[src/rtl/sar_search_pkg.sv]
// sar_search_pkg
// Shared definitions for the successive-approximation search controller.
// Holds the default operand width and the FSM state encoding so that the
// controller and anything observing it agree on the same values.
package sar_search_pkg;

  // Default width of the trial value, result and comparator operands
  localparam int N_DEFAULT = 8;

  // Controller states; encodings are fixed so external observers can decode them
  typedef enum logic [1:0] {
    IDLE   = 2'd0,
    SEARCH = 2'd1,
    DONE   = 2'd2
  } state_t;

endpackage

[src/rtl/sar_search.sv]
// sar_search
// Successive-approximation (binary, MSB-first) search controller that drives
// the in0 side of an external magnitude comparator and recovers the value on
// the comparator's in1 from its gt/eq/lt verdicts, one bit per clock.
//
// Ports:
//   clk    - rising-edge clock
//   rst    - synchronous active-high reset
//   start  - begin a search (only looked at in IDLE)
//   gt     - comparator verdict: guess > target
//   eq     - comparator verdict: guess == target
//   lt     - comparator verdict: guess < target
//   guess  - trial value, wired to comparator in0
//   busy   - high while searching
//   done   - one-cycle pulse when result becomes valid
//   result - recovered target, held until the next start
//   exact  - an eq verdict ended the search (valid with done, held with result)
//   err    - sticky flag: verdict was not one-hot during the search
module sar_search
  import sar_search_pkg::*;
#(
  parameter int N = N_DEFAULT
) (
  input  logic         clk,
  input  logic         rst,
  input  logic         start,
  input  logic         gt,
  input  logic         eq,
  input  logic         lt,
  output logic [N-1:0] guess,
  output logic         busy,
  output logic         done,
  output logic [N-1:0] result,
  output logic         exact,
  output logic         err
);

  localparam int IW = (N > 1) ? $clog2(N) : 1;

  state_t        state;
  logic [IW-1:0] idx;
  logic [N-1:0]  kept;
  logic [N-1:0]  nextBit;
  logic          verdictBad;

  // Work out the trial value with the current bit decided. A gt verdict
  // means the bit under test overshoots and must be dropped; lt (or no
  // verdict at all) keeps it. nextBit is the next lower bit to try.
  always_comb begin
    kept    = guess;
    nextBit = '0;
    if (gt) begin
      kept[idx] = 1'b0;
    end
    if (idx != '0) begin
      nextBit[idx - 1'b1] = 1'b1;
    end
  end

  // A healthy comparator asserts exactly one of its three verdicts
  assign verdictBad = !$onehot({gt, eq, lt});

  // Main controller: every output is registered. The eq check comes first so
  // it wins over gt/lt when the comparator misbehaves, and gt is applied
  // through kept so it in turn wins over lt.
  always_ff @(posedge clk) begin
    if (rst) begin
      state  <= IDLE;
      idx    <= IW'(N - 1);
      guess  <= '0;
      busy   <= 1'b0;
      done   <= 1'b0;
      result <= '0;
      exact  <= 1'b0;
      err    <= 1'b0;
    end else begin
      case (state)
        IDLE: begin
          done <= 1'b0;
          if (start) begin
            guess <= {1'b1, {(N-1){1'b0}}};
            idx   <= IW'(N - 1);
            err   <= 1'b0;
            exact <= 1'b0;
            busy  <= 1'b1;
            state <= SEARCH;
          end
        end

        SEARCH: begin
          if (verdictBad) begin
            err <= 1'b1;
          end
          if (eq) begin
            result <= guess;
            exact  <= 1'b1;
            busy   <= 1'b0;
            done   <= 1'b1;
            state  <= DONE;
          end else if (idx == '0) begin
            result <= kept;
            exact  <= 1'b0;
            busy   <= 1'b0;
            done   <= 1'b1;
            state  <= DONE;
          end else begin
            guess <= kept | nextBit;
            idx   <= idx - 1'b1;
          end
        end

        DONE: begin
          done  <= 1'b0;
          busy  <= 1'b0;
          guess <= '0;
          state <= IDLE;
        end

        default: begin
          done  <= 1'b0;
          busy  <= 1'b0;
          guess <= '0;
          state <= IDLE;
        end
      endcase
    end
  end

endmodule

[config.mk]
export PLATFORM = sky130hd
export DESIGN_NAME = sar_search
export DESIGN_NICKNAME = d
export VERILOG_FILES = /design/src/rtl/sar_search_pkg.sv /design/src/rtl/sar_search.sv
export SDC_FILE = /design/constraint.sdc
export NUM_CORES = 1
export LEC_CHECK = 0
export ABC_AREA = 1
export BUFFER_PORTS_ARGS = -buffer_cell sky130_fd_sc_hd__clkbuf_2
export CORE_AREA = 2 2 54 56
export CTS_BUF_LIST = sky130_fd_sc_hd__clkbuf_16
export CTS_CLUSTER_DIAMETER = 30
export DETAILED_ROUTE_END_ITERATION = 12
export DIE_AREA = 0 0 56 58
export PLACE_DENSITY = 0.71
export SYNTH_ARGS = -nofsm -noshare
export SYNTH_HDL_FRONTEND = slang
export SYNTH_SLANG_ARGS = --single-unit
[constraint.sdc]
create_clock -name clk -period 1.3 [get_ports clk]
set_input_delay 0 -clock clk [delete_from_list [all_inputs] [get_ports clk]]
set_output_delay 0 -clock clk [all_outputs]
set_load 0.005 [all_outputs]
==> flow_metrics.tcl, run 1 <==
set metrics [dict create \
    arrival_ps 1390 \
    start_util_pct 45.3 \
    fmax_mhz 785 \
    hold_violations 0 \
    mostFrequentLayoutCell "nand2_1" \
    critPathLaunchType "flip-flop" \
    powerDensity_nw_per_um2 1260 \
    clk_latency_ps 260 \
    grt_pass1_wl_um 5090 \
    power_mw 2.04 \
    wl_um 3160 \
    crit_path_end "idx[1]$_SDFFE_PP1P_" \
    worstSetupEndpointType "flip-flop" \
    path_max_fanout 4 \
    synth_top_area_cell "dfxtp_1" \
    r2r-start "idx[0]$_SDFFE_PP1P_" \
    cts.sinks 24 \
    whs_ps 121 \
    mappedNetlistNets 180 \
    synth_top_area_share_pct 39.8 \
    drtPass1Iterations 4 \
    rrSetupSlack_ps 30 \
    worstSetupPathType "reg -> reg" \
    place_inst 233 \
    gp_congestion 0.847 \
    rows 19 \
    finalNonFillerCells 238 \
    ys_ff_latch 24 \
    grt_pass1_vias 1174 \
    crit_family "flip-flops" \
    overflow 0 \
    root_buffer "clkbuf_16" \
    path_clk_slew_ps 60 \
    vias 1274 \
    min_path_type "in -> reg" \
    drive_gt1_share_pct 32.4 \
    layout_common_cells "nand2_1 (55), clkbuf_2 (25), dfxtp_1 (22)" \
    cts_made_buffers 3 \
    leakagePower_nw 0.766 \
    cp-startpoint "idx[0]$_SDFFE_PP1P_" \
    path_buf_inv 2 \
    ys_warn_count 0 \
    rsz0062_at_grt "yes" \
    antenna_cells 0 \
    status "complete, no violations" \
    syn_area_per_cell_um2 7.05 \
    wl_per_cell_um 13.3 \
    nets 217 \
    cp_cell_sequence "inv_2, ha_4, nand2_4, nand2_8, o21ai_4, inv_2, nand2_1, nand3_1" \
    finish.utilization_pct 60.7 \
    stdcell_area_um2 1620 \
    drc 0 \
    ant_nets 0 \
    netlist_area_um2 1210 \
    min_period_ps 1270 \
    critical_path.most_common_cell "inv_2" \
    ys_types 19 \
    core_um2 2660 \
    die_area_um2 3250 \
    drt_iter0_markers 37 \
    yosys-top-cells-area "dfxtp_1 (40%), nand2_1 (18%), nand3_1 (7.9%), a21oi_1 (5.8%), inv_1 (5.3%)" \
    period_share_pct 97.9 \
    slew_violations 0 \
    worstPathRequired_ps 1420 \
    reg2reg_depth 8 \
    ir_drop_uv 804 \
    slowest_stage "dfxtp_2" \
    ys_seq_area_share_pct 39.8 \
    critical_path_depth 8 \
    htreeDepth 1 \
    grt_max_degree 15 \
    setup_violations 0 \
    cts_tree "done" \
    ctsLongestPathBuffers 2 \
    io_buffers 25 \
    maxSlewHeadroom_pct 73.4 \
    hpwl_um 2290 \
    netlist_instances 171 \
    tightest_slew_ps 399 \
    placed_area_um2 1420 \
    chipHeight_um 58 \
    grt_antenna_before_repair 0 \
    viasPerCell 5.35 \
    syn2layout_area_growth_pct 34.0 \
    ios 26 \
    drv_cap 0 \
    skew_ps 3.25 \
    r2r_end "idx[1]$_SDFFE_PP1P_" \
    die_x_um 56 \
    critPathMaxStageDelay_ps 330 \
    grt_usage_pct 19.5 \
]
## registers in the layout, summed over array words and instances (netlist names)
name    count
err         1
guess       8
exact       1
state       1
done        1
result      8
busy        1
idx         3
## cells by family (layout without fill, tap and decap cells)
group	after synthesis	after routing	synth area share, %
adders and majority gates	3	3	3.73
AOI/OAI and AO/OA	30	30	14.7
and+or+nand+nor	91	91	33.6
buffers and inverters	23	59	8.09
DFF	24	24	39.8
## worst min path at each step
| stage | cells past startpoint | from | to | slack [ps] |
|---|---|---|---|---|
| final | 3 | rst | guess[4]$_SDFFE_PP0P_ | 120 |
| after global routing | 3 | rst | guess[6]$_SDFFE_PP0P_ | 150 |
| after CTS | 3 | rst | busy$_SDFFE_PP0P_ | 130 |
| after detailed placement | 1 | result[2]$_SDFFE_PP0P_ | result[2] | 380 |
| after global placement | 4 | start | err$_SDFFE_PP0P_ | 380 |
| after floorplan | 1 | rst | result[4]$_SDFFE_PP0P_ | 70 |
## per-stage QoR
step	TNS [ps]	setup WS [ps]
final	0	26.7
after floorplan	0	26.1
after global placement	0	10.1
after CTS	0	14.2
after global routing	-216	-64.8
after detailed placement	-226	-34.0
## area by class of cell
type	instances	area [µm²]
fillers	255	1050
inverters	20	82.6
repair buffers	35	200
clock inverters	1	30.0
multi-input cells	124	707
well taps	31	38.8
clock buffers	3	75.1
flip-flops and latches	24	483
## synth_stat cells
cell type and number:
buf_4 1, nor2_2 1, a21oi_1 14, nand2_1 58, nor2_4 2, fa_1 1
o21ai_2 1, o211ai_2 3, ha_1 2, o21ai_0 11, nand2_4 3, dfxtp_1 24
nor2_1 8, inv_1 17, o22ai_1 1, nand3_1 19, clkbuf_1 1, inv_2 3
buf_6 1
## timing repair
item / 4_1_cts / 5_1_grt
hold buffers: 0 / 0
pin swaps: 0 / 1
buffers inserted: 0 / 1
endpoints found under the hold margin: 0 / 0
resized for setup: 5 / 15
endpoints found under the setup margin: 11 / 19
## worst min-delay path, delay by kind of cell
kind                   cells  cell delay (ps)
buffers and inverters      2              300
AO/OA/AOI/OAI              1               40
## report_power, final
part | internal, mW | switching, mW | leakage [nW]
logic | 0.137 | 0.231 | 0.521
clock network | 0.612 | 0.264 | 0.0511
registers | 0.769 | 0.0224 | 0.195
total | 1.52 | 0.518 | 0.766
## per-layer routing
metal,wire length [µm],GRT usage (%)
met4,56,7.82
met1,1350,23.7
met5,0,0
met2,1560,34.6
met3,203,3.35
Power figures use the tool's default switching activity.
==> run 2: changes to the inputs <==
--- a/config.mk
+++ b/config.mk
@@ -13,6 +13,7 @@
 export DETAILED_ROUTE_END_ITERATION = 12
 export DIE_AREA = 0 0 56 58
 export PLACE_DENSITY = 0.71
+export REMOVE_ABC_BUFFERS = 1
 export SYNTH_ARGS = -nofsm -noshare
 export SYNTH_HDL_FRONTEND = slang
 export SYNTH_SLANG_ARGS = --single-unit
==> run 2 against run 1 <==
Against the previous run: the flow now finishes with violations (negative setup slack); die area did not move; routed wire length fell by 2.8%; power rose by 0.25%; first-iteration DRC count rose by 38%; setup slack got worse by 31 ps; sequential power barely moved; register-to-register slack got worse by 30 ps; clock power fell by 0.5%; count of clock-buffer cells in the layout did not move; design area rose by 0.46%; non-clock buffer count rose by 1; critical path type unchanged.
==> flow_metrics.tcl, run 2 (same netlist as run 1, synthesis figures left out) <==
set metrics [dict create \
    status "complete, but fails checks" \
    violations "negative setup slack" \
    path_max_fanout 4 \
    cts.sinks 24 \
    worstSetupEndpointType "flip-flop" \
    arrival_ps 1450 \
    grt_pass1_vias 1175 \
    whs_ps 132 \
    stdcell_area_um2 1620 \
    path_buf_inv 2 \
    path_clk_slew_ps 60 \
    core_um2 2660 \
    rows 19 \
    nets 218 \
    drtPass1Iterations 4 \
    wl_um 3070 \
    ctsLongestPathBuffers 2 \
    period_share_pct 100 \
    gp_congestion 0.841 \
    grt_max_degree 15 \
    drt_iter0_markers 51 \
    skew_ps 2.40 \
    grt_pass1_wl_um 5080 \
    critical_path.most_common_cell "nand2_4" \
    setup_violations 1 \
    netSwitchingFraction_pct 25.4 \
    critPathMaxStageDelay_ps 330 \
    slew_violations 0 \
    min_period_ps 1300 \
    combPwrFrac_pct 18.4 \
    antenna_cells 0 \
    maxSlewHeadroom_pct 71.4 \
    tightest_slew_ps 429 \
    switchingPower_mw 0.518 \
    cp_cell_sequence "inv_2, ha_4, nand2_4, nand2_8, nand2_4, buf_4, a21oi_1, nor2_1" \
    hpwl_um 2210 \
    ant_nets 0 \
    hold_violations 0 \
    fmax_mhz 767 \
    ir_drop_uv 857 \
    mostFrequentLayoutCell "nand2_1" \
    drv_cap 0 \
    hold_buffers 0 \
    viasPerCell 5.29 \
    die_x_um 56 \
    rsz0062_at_grt "yes" \
    grt_usage_pct 19.4 \
    clkPwrFrac_pct 42.7 \
    root_buffer "clkbuf_16" \
    clk_latency_ps 260 \
    seqPwrFrac_pct 38.9 \
    htreeDepth 1 \
    leakagePower_nw 0.780 \
    cts_tree "done" \
    drc 0 \
    overflow 0 \
    vias 1264 \
    setup_ws_ps -3.93 \
    placed_area_um2 1420 \
    die_area_um2 3250 \
    cts_made_buffers 3 \
    chipHeight_um 58 \
    syn2layout_area_growth_pct 34.6 \
    min_path_type "in -> reg" \
    critPathLaunchType "flip-flop" \
    crit_family "flip-flops" \
    largestRegisters "guess x8, result x8, idx x3" \
    worstSetupPathType "reg -> reg" \
    power_mw 2.04 \
    drive_gt1_share_pct 35.1 \
    pre_cts_ws_ps -52.5 \
    grt_antenna_before_repair 0 \
    start_util_pct 45.3 \
    layout_common_cells "nand2_1 (53), clkbuf_2 (25), dfxtp_1 (22)" \
    powerDensity_nw_per_um2 1260 \
    io_buffers 25 \
    worstPathRequired_ps 1450 \
    wl_per_cell_um 12.9 \
    intPower_mw 1.52 \
    ios 26 \
    slowest_stage "dfxtp_2" \
]
[run 2: changes by cell type in the layout (fill, tap and decap cells not counted), sizes merged]
cell,change
buf,+1
[run 2: final timing paths]
kind	from	slack (ps)	to	depth (start not counted)
max	idx[1]$_SDFFE_PP1P_	-4	result[2]$_SDFFE_PP0P_	8
min	rst	130	guess[6]$_SDFFE_PP0P_	3
max reg2reg	idx[1]$_SDFFE_PP1P_	-4	result[2]$_SDFFE_PP0P_	8
min reg2reg	result[6]$_SDFFE_PP0P_	460	result[6]$_SDFFE_PP0P_	2
[run 2: layout make-up]
cell class,instances,area [µm²]
timing repair buffer,36,208
clock buffer,3,75.1
fill,251,1040
multi-input combinational,124,709
inverter,20,80.1
tap,31,38.8
clock inverter,1,30.0
sequential,24,483
[run 2: power by group through the flow]
stage | Combinational (mW) | Sequential, mW | Clock [mW]
6_report | 0.376 | 0.794 | 0.872
2_1_floorplan | 0.186 | 0.811 | 0
4_1_cts | 0.342 | 0.792 | 0.881
3_5_place_dp | 0.317 | 0.807 | 0
3_3_place_gp | 0.312 | 0.805 | 0
5_1_grt | 0.417 | 0.797 | 0.922
[run 2: tightest hold or removal path: cells and delay by family]
family          cells  cell delay [ps]
compound gates      1               40
buf+inv             2              300
[run 2: what timing repair did]
action,CTS,global route
setup endpoints to repair,19,19
buffers inserted,0,1
resized for setup,11,16
pin swaps,0,4
hold endpoints to repair,0,0
[run 2: per-stage QoR]
stage,setup TNS [ps],instances,util [%]
floorplan,-16.4,168,-
global placement,-221,234,53.4
detailed placement,-566,234,53.4
CTS,0,238,58.9
global route,-372,239,61.0
finish,-3.93,239,61.0
[run 2: per-layer routing]
layer	global-route usage [%]	routed length, µm	vias to the layer above
li1	-	-	629
met1	23.3	1300	580
met2	35.1	1520	48
met3	4.02	203	7
met4	5.78	47	0
met5	0	0	-
==> run 3: changes to the inputs <==
--- a/config.mk
+++ b/config.mk
@@ -6,14 +6,13 @@
 export NUM_CORES = 1
 export LEC_CHECK = 0
 export ABC_AREA = 1
-export BUFFER_PORTS_ARGS = -buffer_cell sky130_fd_sc_hd__clkbuf_2
+export BUFFER_PORTS_ARGS = -buffer_cell sky130_fd_sc_hd__buf_2
 export CORE_AREA = 2 2 54 56
 export CTS_BUF_LIST = sky130_fd_sc_hd__clkbuf_16
 export CTS_CLUSTER_DIAMETER = 30
 export DETAILED_ROUTE_END_ITERATION = 12
 export DIE_AREA = 0 0 56 58
 export PLACE_DENSITY = 0.71
-export REMOVE_ABC_BUFFERS = 1
 export SYNTH_ARGS = -nofsm -noshare
 export SYNTH_HDL_FRONTEND = slang
 export SYNTH_SLANG_ARGS = --single-unit
==> run 3 against run 2 <==
Against the previous run: the run now ends clean; first-iteration DRC count is 41% lower; combinational power hardly changed; utilization is 0.80 points higher; sequential cell count unchanged; clock skew rose by 1.8 ps; via count unchanged; maximum frequency grew 2.4%; routed wire length increased by 3.2%; setup slack better by 31 ps; count of clock-buffer cells in the layout stayed put; final cell count shrank 1.3%; critical path type unchanged.
==> flow_metrics.tcl, run 3 (same netlist as run 1, synthesis figures left out) <==
set metrics [dict create \
    gp_congestion 0.854 \
    core_um2 2660 \
    cts.sinks 24 \
    ant_nets 0 \
    hold_violations 0 \
    finalNonFillerCells 236 \
    pre_cts_ws_ps -48.0 \
    slowest_stage "dfxtp_2" \
    layout_common_cells "nand2_1 (53), buf_2 (25), dfxtp_1 (22)" \
    critPathLaunchType "flip-flop" \
    drv_cap 0 \
    drt_iter0_markers 30 \
    chipHeight_um 58 \
    leakagePower_nw 0.778 \
    wl_um 3170 \
    slew_violations 0 \
    postCtsSetupRepairBufs 0 \
    die_area_um2 3250 \
    place_inst 232 \
    fmax_mhz 785 \
    io_buffers 25 \
    start_util_pct 45.3 \
    hold_depth 3 \
    path_max_fanout 12 \
    rrSetupSlack_ps 30 \
    worstHoldStart "rst" \
    tightest_slew_ps 435 \
    overflow 0 \
    grt_max_degree 15 \
    root_buffer "clkbuf_16" \
    placed_area_um2 1410 \
    viasPerCell 5.36 \
    fillCellCount 237 \
    mostFrequentLayoutCell "nand2_1" \
    largestRegisters "guess x8, result x8, idx x3" \
    path_buf_inv 3 \
    powerDensity_nw_per_um2 1240 \
    crit_family "flip-flops" \
    multi_input_area_um2 739 \
    grt_pass1_vias 1184 \
    critPathMaxStageDelay_ps 350 \
    wl_per_cell_um 13.4 \
    ctsLongestPathBuffers 2 \
    syn2layout_area_growth_pct 36.4 \
    vias 1264 \
    clk_latency_ps 260 \
    antenna_cells 0 \
    ir_drop_uv 792 \
    grt_usage_pct 19.2 \
    grt_antenna_before_repair 0 \
    grt_pass1_wl_um 4960 \
    period_share_pct 97.9 \
    stdcell_area_um2 1650 \
    cts_tree "done" \
    die_x_um 56 \
    setup_violations 0 \
    reg2reg_depth 8 \
    min_path_type "in -> reg" \
    arrival_ps 1420 \
    status "complete, no violations" \
    min_period_ps 1270 \
    worstSetupPathType "reg -> reg" \
    critical_path.most_common_cell "nand2_8" \
    nets 215 \
    cp-startpoint "idx[0]$_SDFFE_PP1P_" \
    skew_ps 4.16 \
    setup_ws_ps 26.9 \
    drc 0 \
    path_clk_slew_ps 60 \
    cts_made_buffers 3 \
    drtPass1Iterations 4 \
    ios 26 \
    htreeDepth 1 \
    r2r-start "idx[0]$_SDFFE_PP1P_" \
    hpwl_um 2280 \
    worstPathRequired_ps 1450 \
    cp_cell_sequence "inv_4, ha_4, nand2_4, nand2_8, nand2_8, clkinv_8, o211ai_2, inv_1" \
    regArea_um2 483 \
    rsz0062_at_grt "yes" \
    critical_path_depth 8 \
    drive_gt1_share_pct 34.6 \
    maxSlewHeadroom_pct 71.0 \
    rows 19 \
    worstSetupEndpointType "flip-flop" \
]
[run 3: path summary, 6_finish.rpt]
| kind | endpoint |
|---|---|
| setup / recovery | result[0]$_SDFFE_PP0P_ |
| hold / removal | guess[3]$_SDFFE_PP0P_ |
| setup reg to reg | result[0]$_SDFFE_PP0P_ |
| hold reg to reg | result[4]$_SDFFE_PP0P_ |
[run 3: worst register-to-register path: stages (launching register included)]
cell	delay [ps]
dfxtp_2	350
inv_4	50
ha_4	180
nand2_4	90
nand2_8	80
nand2_8	120
clkinv_8	90
o211ai_2	140
inv_1	60
[run 3: layout make-up]
type                       instances  area share (%)
multi-input combinational        124            44.9
sequential                        24            29.4
timing repair buffer              33            11.5
inverter                          20            5.48
clock buffer                       3            4.56
tap                               31            2.36
clock inverter                     1            1.83
[run 3: routing by layer]
metal / vias to the layer above / track usage (%) / part of all wire, %
li1: 618 / - / -
met4: 0 / 7.48 / 0.57
met5: - / 0 / 0
met2: 46 / 34.3 / 51
met1: 598 / 23.1 / 41
met3: 2 / 3.35 / 6.6
[run 3: what timing repair did]
action	CTS	global route
setup endpoints to repair	10	17
hold buffers	0	0
gates resized for setup	2	30
pin swaps	0	2
[run 3: metrics by stage]
| step | util, % | setup TNS, ps | total power, mW | hold WS (ps) |
|---|---|---|---|---|
| after floorplan | - | 0 | 1.01 | 69.1 |
| after detailed placement | 53.1 | -98.7 | 1.12 | 396 |
| final | 61.8 | 0 | 2.04 | 141 |
| after CTS | 57.2 | -48.1 | 2.00 | 125 |
| after global routing | 61.8 | -319 | 2.14 | 154 |
| after global placement | 53.1 | 0 | 1.11 | 383 |
[run 3: power breakdown]
| part | leakage, nW | internal, mW | switching, mW |
|---|---|---|---|
| Sequential | 0.195 | 0.769 | 0.0247 |
| Clock | 0.0511 | 0.612 | 0.263 |
| Combinational | 0.533 | 0.139 | 0.237 |
| Total | 0.778 | 1.52 | 0.525 |
